`src/rtl/afifo_push_arb_pkg.sv`:
```
// Shared definitions for the async-FIFO push-port arbiter.
package afifo_push_arb_pkg;

    // FIFO word width on the slave-to-requester path
    localparam int S_R_DATASIZE  = 8;

    // Default number of producers sharing the push port
    localparam int ARB_NREQ      = 4;

    // Default beat limit before a packet is forcibly released
    localparam int ARB_MAX_BEATS = 16;

    // Arbiter FSM: waiting for a request, or locked onto one owner's packet
    typedef enum logic {
        IDLE  = 1'b0,
        BURST = 1'b1
    } arb_state_e;

endpackage

```
`src/rtl/afifo_push_arb_if.sv`:
```
// Requester handshake, FIFO write port and arbiter status, bundled.
// master = producers/FIFO side, slave = the arbiter.
interface afifo_push_arb_if #(
    parameter int NREQ = 4,
    parameter int DW   = 8
);
    localparam int IW = (NREQ > 1) ? $clog2(NREQ) : 1;

    logic [NREQ-1:0]    req_valid;
    logic [NREQ-1:0]    req_last;
    logic [NREQ*DW-1:0] req_data;
    logic [NREQ-1:0]    req_ready;
    logic               wpush;
    logic [DW-1:0]      wdata;
    logic               wfull;
    logic [IW-1:0]      grant_id;
    logic               busy;
    logic               err_overrun;

    modport master (
        output req_valid, req_last, req_data, wfull,
        input  req_ready, wpush, wdata, grant_id, busy, err_overrun
    );

    modport slave (
        input  req_valid, req_last, req_data, wfull,
        output req_ready, wpush, wdata, grant_id, busy, err_overrun
    );

endinterface

```
`src/rtl/afifo_push_arb_rr_pick.sv`:
```
// Combinational round-robin finder: first set request at or above rr_ptr,
// wrapping past NREQ-1 back to 0.
module afifo_push_arb_rr_pick #(
    parameter int NREQ = 4,
    parameter int IW   = 2
) (
    input  logic [NREQ-1:0] req,
    input  logic [IW-1:0]   rr_ptr,
    output logic            valid,
    output logic [IW-1:0]   idx
);

    logic [IW:0] cand;

    // Walk the requesters starting at rr_ptr, keeping the first hit
    always_comb begin
        valid = 1'b0;
        idx   = '0;
        cand  = '0;
        for (int k = 0; k < NREQ; k++) begin
            cand = {1'b0, rr_ptr} + (IW+1)'(k);
            if (cand >= (IW+1)'(NREQ)) begin
                cand = cand - (IW+1)'(NREQ);
            end
            if (!valid && req[cand[IW-1:0]]) begin
                valid = 1'b1;
                idx   = cand[IW-1:0];
            end
        end
    end

endmodule

```
`src/rtl/afifo_push_arb.sv`:
```
// Round-robin, packet-locked arbiter in front of the async FIFO push port.
// One owner at a time; the grant is held until the owner's last beat or
// until MAX_BEATS beats have gone through, and FIFO-full stalls only the owner.
module afifo_push_arb
    import afifo_push_arb_pkg::*;
#(
    parameter int NREQ      = ARB_NREQ,
    parameter int DW        = S_R_DATASIZE,
    parameter int MAX_BEATS = ARB_MAX_BEATS
) (
    input  logic             clk,
    input  logic             rst,
    afifo_push_arb_if.slave  bus
);

    localparam int IW = (NREQ > 1) ? $clog2(NREQ) : 1;
    localparam int CW = $clog2(MAX_BEATS);

    arb_state_e    state;
    arb_state_e    state_next;
    logic [IW-1:0] grant_id;
    logic [IW-1:0] rr_ptr;
    logic [CW-1:0] beat_cnt;
    logic          err_overrun;

    logic          pick_valid;
    logic [IW-1:0] pick_idx;
    logic          accept;
    logic          owner_last;
    logic          at_limit;
    logic          release_pkt;

    afifo_push_arb_rr_pick #(
        .NREQ (NREQ),
        .IW   (IW)
    ) u_rr_pick (
        .req    (bus.req_valid),
        .rr_ptr (rr_ptr),
        .valid  (pick_valid),
        .idx    (pick_idx)
    );

    assign owner_last  = bus.req_last[grant_id];
    assign at_limit    = (beat_cnt == CW'(MAX_BEATS - 1));
    assign accept      = bus.wpush;
    assign release_pkt = accept && (owner_last || at_limit);

    assign bus.wdata       = bus.req_data[grant_id*DW +: DW];
    assign bus.grant_id    = grant_id;
    assign bus.busy        = (state == BURST);
    assign bus.err_overrun = err_overrun;

    // Next state plus the owner-only handshake; reset masks push and ready
    always_comb begin
        state_next    = state;
        bus.req_ready = '0;
        bus.wpush     = 1'b0;
        case (state)
            IDLE: begin
                if (pick_valid) begin
                    state_next = BURST;
                end
            end
            BURST: begin
                if (!rst) begin
                    bus.req_ready[grant_id] = ~bus.wfull;
                    bus.wpush = bus.req_valid[grant_id] & ~bus.wfull;
                end
                if (release_pkt) begin
                    state_next = IDLE;
                end
            end
            default: state_next = IDLE;
        endcase
    end

    // State, grant, round-robin pointer, beat counter and overrun flag
    always_ff @(posedge clk) begin
        if (rst) begin
            state       <= IDLE;
            grant_id    <= '0;
            rr_ptr      <= '0;
            beat_cnt    <= '0;
            err_overrun <= 1'b0;
        end else begin
            state       <= state_next;
            err_overrun <= release_pkt && !owner_last;
            if (state == IDLE && pick_valid) begin
                grant_id <= pick_idx;
            end
            if (release_pkt) begin
                beat_cnt <= '0;
                rr_ptr   <= (grant_id == IW'(NREQ - 1)) ? '0 : grant_id + IW'(1);
            end else if (accept) begin
                beat_cnt <= beat_cnt + CW'(1);
            end
        end
    end

endmodule

```
`src/flat_wrapper.sv`:
```
// flat-port wrapper written by rule: the top's interface ports become plain ports
module afifo_push_arb_flat import afifo_push_arb_pkg::*;
#(
    parameter int NREQ      = ARB_NREQ,
    parameter int DW        = S_R_DATASIZE,
    parameter int MAX_BEATS = ARB_MAX_BEATS
)
  (clk, rst, bus_req_valid, bus_req_last, bus_req_data, bus_wfull, bus_req_ready, bus_wpush, bus_wdata, bus_grant_id, bus_busy, bus_err_overrun);
  afifo_push_arb_if #(.NREQ(NREQ), .DW(DW)) bus_i ();
  input  logic clk;
  input  logic rst;
  input wire logic [$bits(bus_i.req_valid)-1:0] bus_req_valid;
  input wire logic [$bits(bus_i.req_last)-1:0] bus_req_last;
  input wire logic [$bits(bus_i.req_data)-1:0] bus_req_data;
  input wire logic [$bits(bus_i.wfull)-1:0] bus_wfull;
  output wire logic [$bits(bus_i.req_ready)-1:0] bus_req_ready;
  output wire logic [$bits(bus_i.wpush)-1:0] bus_wpush;
  output wire logic [$bits(bus_i.wdata)-1:0] bus_wdata;
  output wire logic [$bits(bus_i.grant_id)-1:0] bus_grant_id;
  output wire logic [$bits(bus_i.busy)-1:0] bus_busy;
  output wire logic [$bits(bus_i.err_overrun)-1:0] bus_err_overrun;
  assign bus_i.req_valid = bus_req_valid;
  assign bus_i.req_last = bus_req_last;
  assign bus_i.req_data = bus_req_data;
  assign bus_i.wfull = bus_wfull;
  assign bus_req_ready = bus_i.req_ready;
  assign bus_wpush = bus_i.wpush;
  assign bus_wdata = bus_i.wdata;
  assign bus_grant_id = bus_i.grant_id;
  assign bus_busy = bus_i.busy;
  assign bus_err_overrun = bus_i.err_overrun;
  afifo_push_arb #(.NREQ(NREQ), .DW(DW), .MAX_BEATS(MAX_BEATS)) u_core (.clk(clk), .rst(rst), .bus(bus_i));
endmodule
```
`config.mk`:
```
export PLATFORM = sky130hd
export DESIGN_NAME = afifo_push_arb_flat
export DESIGN_NICKNAME = d
export VERILOG_FILES = /design/src/rtl/afifo_push_arb_pkg.sv /design/src/rtl/afifo_push_arb_if.sv /design/src/rtl/afifo_push_arb_rr_pick.sv /design/src/rtl/afifo_push_arb.sv /design/src/flat_wrapper.sv
export SDC_FILE = /design/constraint.sdc
export NUM_CORES = 1
export LEC_CHECK = 0
export CAP_MARGIN = 25
export CORE_MARGIN = 2
export CORE_UTILIZATION = 38
export DETAILED_ROUTE_END_ITERATION = 6
export PLACE_DENSITY = 0.86
export SYNTH_ARGS = -nofsm -noshare
export SYNTH_HDL_FRONTEND = slang
export SYNTH_HIERARCHICAL = 1
export SYNTH_SLANG_ARGS = --single-unit
```
`constraint.sdc`:
```
create_clock -name clk -period 2.8 [get_ports clk]
set_clock_uncertainty 0.2 [all_clocks]
set_input_delay 0.56 -clock clk [delete_from_list [all_inputs] [get_ports clk]]
set_output_delay 0.56 -clock clk [all_outputs]
set_load 0.05 [all_outputs]
```
==> metrics.txt <==
# TYPE chip_impl_metric gauge
chip_impl_metric{name="die_area",unit="mm^2"} 0.00279
chip_impl_metric{name="ys_async_sr_fraction",unit="%"} 0
chip_impl_metric{name="grt_start_max_net_pins",unit=""} 14
chip_impl_metric{name="crit_fanout",unit=""} 5
chip_impl_metric{name="die-height",unit="um"} 52.8
chip_impl_metric{name="place.port_buffers",unit=""} 59
chip_impl_metric{name="slew-limit-headroom",unit="%"} 65.9
chip_impl_info{name="synth_top_area_cell",value="mux4_2"} 1
chip_impl_metric{name="core_area",unit="mm^2"} 0.00223
chip_impl_info{name="setup.worst_path.end_class",value="primary output"} 1
chip_impl_metric{name="clk_transition_reported_paths",unit="ns"} 0.06
chip_impl_info{name="final_common_cell",value="clkdlybuf4s50_1"} 1
chip_impl_metric{name="ir_worst_vdd",unit="uV"} 170
chip_impl_info{name="synth.area.top_cells",value="mux4_2 25%, dfxtp_1 22%, ha_1 6.9%, inv_1 3.3%, nor2_1 3.3%"} 1
chip_impl_info{name="status",value="finished, final reports clean"} 1
chip_impl_metric{name="finalMaxSlewViolations",unit=""} 0
chip_impl_metric{name="drive_gt1_share",unit="%"} 26.5
chip_impl_metric{name="syn-instance-count",unit=""} 88
chip_impl_metric{name="timing.final.setup_violations",unit=""} 0
chip_impl_metric{name="postSynthRegisterBits",unit=""} 10
chip_impl_metric{name="postRouteWirelength",unit="mm"} 3.06
chip_impl_metric{name="cellPowerDensity",unit="mW/mm^2"} 298
chip_impl_metric{name="vias_per_cell",unit=""} 5.41
chip_impl_metric{name="critPathBufInv",unit=""} 2
chip_impl_metric{name="cell_area_after_technology_mapping",unit="um^2"} 906
chip_impl_info{name="clock_tree.root_cell",value="clkbuf_4"} 1
chip_impl_info{name="worstHoldPathType",value="register to register"} 1
chip_impl_metric{name="cp.arrival",unit="ns"} 1.90
chip_impl_info{name="worstPathCellList",value="clkdlybuf4s50_1 -> mux4_2 -> and2_4 -> buf_12"} 1
chip_impl_metric{name="synth-warning-count",unit=""} 6
chip_impl_metric{name="drc",unit=""} 0
chip_impl_metric{name="final_area",unit="mm^2"} 0.00160
chip_impl_info{name="final_cell_mix",value="45 x clkdlybuf4s50_1, 14 x buf_4, 10 x mux4_2, 10 x dfxtp_1"} 1
chip_impl_info{name="worst-setup-path-type",value="primary input to primary output"} 1
chip_impl_metric{name="via_count",unit=""} 968
chip_impl_metric{name="floorplan.rows",unit=""} 17
chip_impl_metric{name="maxClockFrequency",unit="GHz"} 0.376
chip_impl_metric{name="required",unit="ns"} 2.04
chip_impl_metric{name="clk_latency",unit="ns"} 0.26
chip_impl_metric{name="number_of_antenna_violations_at_the_first_check_in_global_routing",unit=""} 0
chip_impl_metric{name="place.gp.congestion",unit=""} 0.734
chip_impl_metric{name="tns",unit="ns"} 0
chip_impl_metric{name="grt_pass1_wl",unit="mm"} 4.41
chip_impl_metric{name="wire_per_inst",unit="um"} 17.1
chip_impl_info{name="rsz_0062_raised_after_global_routing",value="no"} 1
chip_impl_metric{name="p_total",unit="mW"} 0.476
chip_impl_metric{name="post-synth-top-area-fraction",unit="%"} 24.9
chip_impl_metric{name="fillers",unit=""} 180
chip_impl_metric{name="cts_max_level",unit=""} 1
chip_impl_info{name="library_cell_contributing_the_largest_single_delay_on_the_critical_path",value="mux4_2"} 1
chip_impl_metric{name="power.static_leakage",unit="nW"} 0.616
chip_impl_metric{name="globalRoute.totalOverflow",unit=""} 0
chip_impl_metric{name="detailedRoute.firstPassIterationCount",unit=""} 4
chip_impl_metric{name="min_period_over_period",unit="%"} 94.9
chip_impl_metric{name="netlist-cell-type-count",unit=""} 33
chip_impl_info{name="startpoint_type",value="primary input"} 1
chip_impl_metric{name="timing_hold_violations_final",unit=""} 0
chip_impl_metric{name="antenna_diode_count",unit=""} 0
chip_impl_metric{name="placement.cell_area",unit="mm^2"} 0.00157
chip_impl_metric{name="start_util",unit="%"} 40.6
chip_impl_metric{name="finalWorstPathRequiredPeriod",unit="ns"} 2.66
chip_impl_metric{name="tightestPinTransition",unit="ns"} 0.510
chip_impl_info{name="tritoncts",value="built"} 1
chip_impl_metric{name="post_cts_buffers",unit=""} 0
chip_impl_metric{name="clk_path_buf_depth",unit=""} 2
chip_impl_metric{name="cap_viol_max_count",unit=""} 0
chip_impl_metric{name="post-route-util",unit="%"} 71.4
chip_impl_metric{name="detailedPlacementHpwl",unit="mm"} 2.40
chip_impl_info{name="synth_top_flop_cell",value="dfxtp_1"} 1
chip_impl_metric{name="seq_area_frac_synth",unit="%"} 22.1
chip_impl_metric{name="number_of_synthesized_flops_with_an_enable_pin",unit=""} 0
chip_impl_metric{name="number_of_cells_upsized_or_downsized_after_cts",unit=""} 0
chip_impl_metric{name="cts.sinks",unit=""} 10
chip_impl_metric{name="post_synth.cell_area_avg",unit="um^2"} 10.3
chip_impl_metric{name="first_global_vias",unit=""} 949
chip_impl_metric{name="area_delta_synth_final",unit="%"} 76.1
chip_impl_metric{name="chipWidth",unit="um"} 52.8
chip_impl_metric{name="numCtsBuffers",unit=""} 3
chip_impl_metric{name="hold_buffers",unit=""} 0
chip_impl_metric{name="initialDrtViolationCount",unit=""} 41
chip_impl_metric{name="synthesis.nets",unit=""} 136
chip_impl_metric{name="ioPinCount",unit=""} 60
chip_impl_metric{name="grt_use_total",unit="%"} 22.6
chip_impl_metric{name="final_nets",unit=""} 201
chip_impl_metric{name="ant_nets",unit=""} 0
chip_impl_metric{name="critical-path-max-stage-delay",unit="ns"} 0.50
chip_impl_info{name="crit_family",value="buffers and inverters"} 1
## Yosys cell counts (all sizes together) (3+ instances only)
| library cell | count |
|---|---|
| ha | 5 |
| dfxtp | 10 |
| mux4 | 10 |
| a21oi | 4 |
| nor2b | 3 |
| nand3 | 3 |
| nor2 | 8 |
| nand2b | 4 |
| buf | 4 |
| and2 | 5 |
| inv | 9 |
## area by class of cell
| class | count | area, um^2 | area share [%] |
|---|---|---|---|
| inverter | 9 | 33.8 | 2.12 |
| tap | 28 | 35.0 | 2.20 |
| sequential | 10 | 200 | 12.5 |
| timing repair buffer | 64 | 656 | 41.1 |
| clock buffer | 3 | 22.5 | 1.41 |
| multi-input combinational | 65 | 648 | 40.6 |
## tightest hold or removal path, stage by stage, from the launching register on
cell and delay [ns]:
dfxtp_1 0.33, nand3_1 0.10, nor2_1 0.05
## cells by family (layout without fill, tap and decap cells)
kind of cell             count (synthesis)  count (layout)  synth area share [%]
buffers and inverters                   13              76                  6.35
AND/OR/NAND/NOR                         31              31                  19.8
AO/OA/AOI/OAI                           15              15                  15.3
multiplexers                            14              14                  29.6
adder cells (fa/ha/maj)                  5               5                  6.91
flip-flops                              10              10                  22.1
## power breakdown
group | switching, mW | internal [mW] | total (mW)
sequential | 0.00618 | 0.146 | 0.152
clock | 0.0479 | 0.0496 | 0.0975
combinational | 0.110 | 0.116 | 0.226
## metrics by stage
step	hold slack (ns)	worst slack, ns	std cells
final	0.337	0.143	179
after global routing	0.365	0.102	179
after CTS	0.330	0.147	179
after detailed placement	0.313	0.146	176
after global placement	0.301	0.170	176
after floorplan	0.275	0.215	88
## final timing paths
kind	from	end	slack, ns	depth (start not counted)
hold / removal	u_core/beat_cnt[3]$_SDFFE_PP0P_	u_core/bus.err_overrun$_SDFF_PP0_	0.34	2
setup / recovery	bus_req_valid[0]	bus_wpush	0.14	4
setup reg to reg	u_core/bus.grant_id[0]$_SDFFE_PP0P_	u_core/rr_ptr[0]$_SDFFE_PP0P_	0.70	3
hold reg to reg	u_core/beat_cnt[3]$_SDFFE_PP0P_	u_core/bus.err_overrun$_SDFF_PP0_	0.34	2
## layer usage
metal	vias to the layer above	share of wire (%)	GRT usage [%]
li1	455	-	-
met1	473	38	26.2
met2	36	57	41.9
met3	4	4.6	3.14
met4	0	1.3	7.69
met5	-	0	0
## flip-flops by register name, summed over array words and instances, names as in the netlist
signal                  flops
u_core/beat_cnt             4
u_core/bus.busy             1
u_core/bus.err_overrun      1
u_core/bus.grant_id         2
u_core/rr_ptr               2
(Power assumes the default switching activity.)
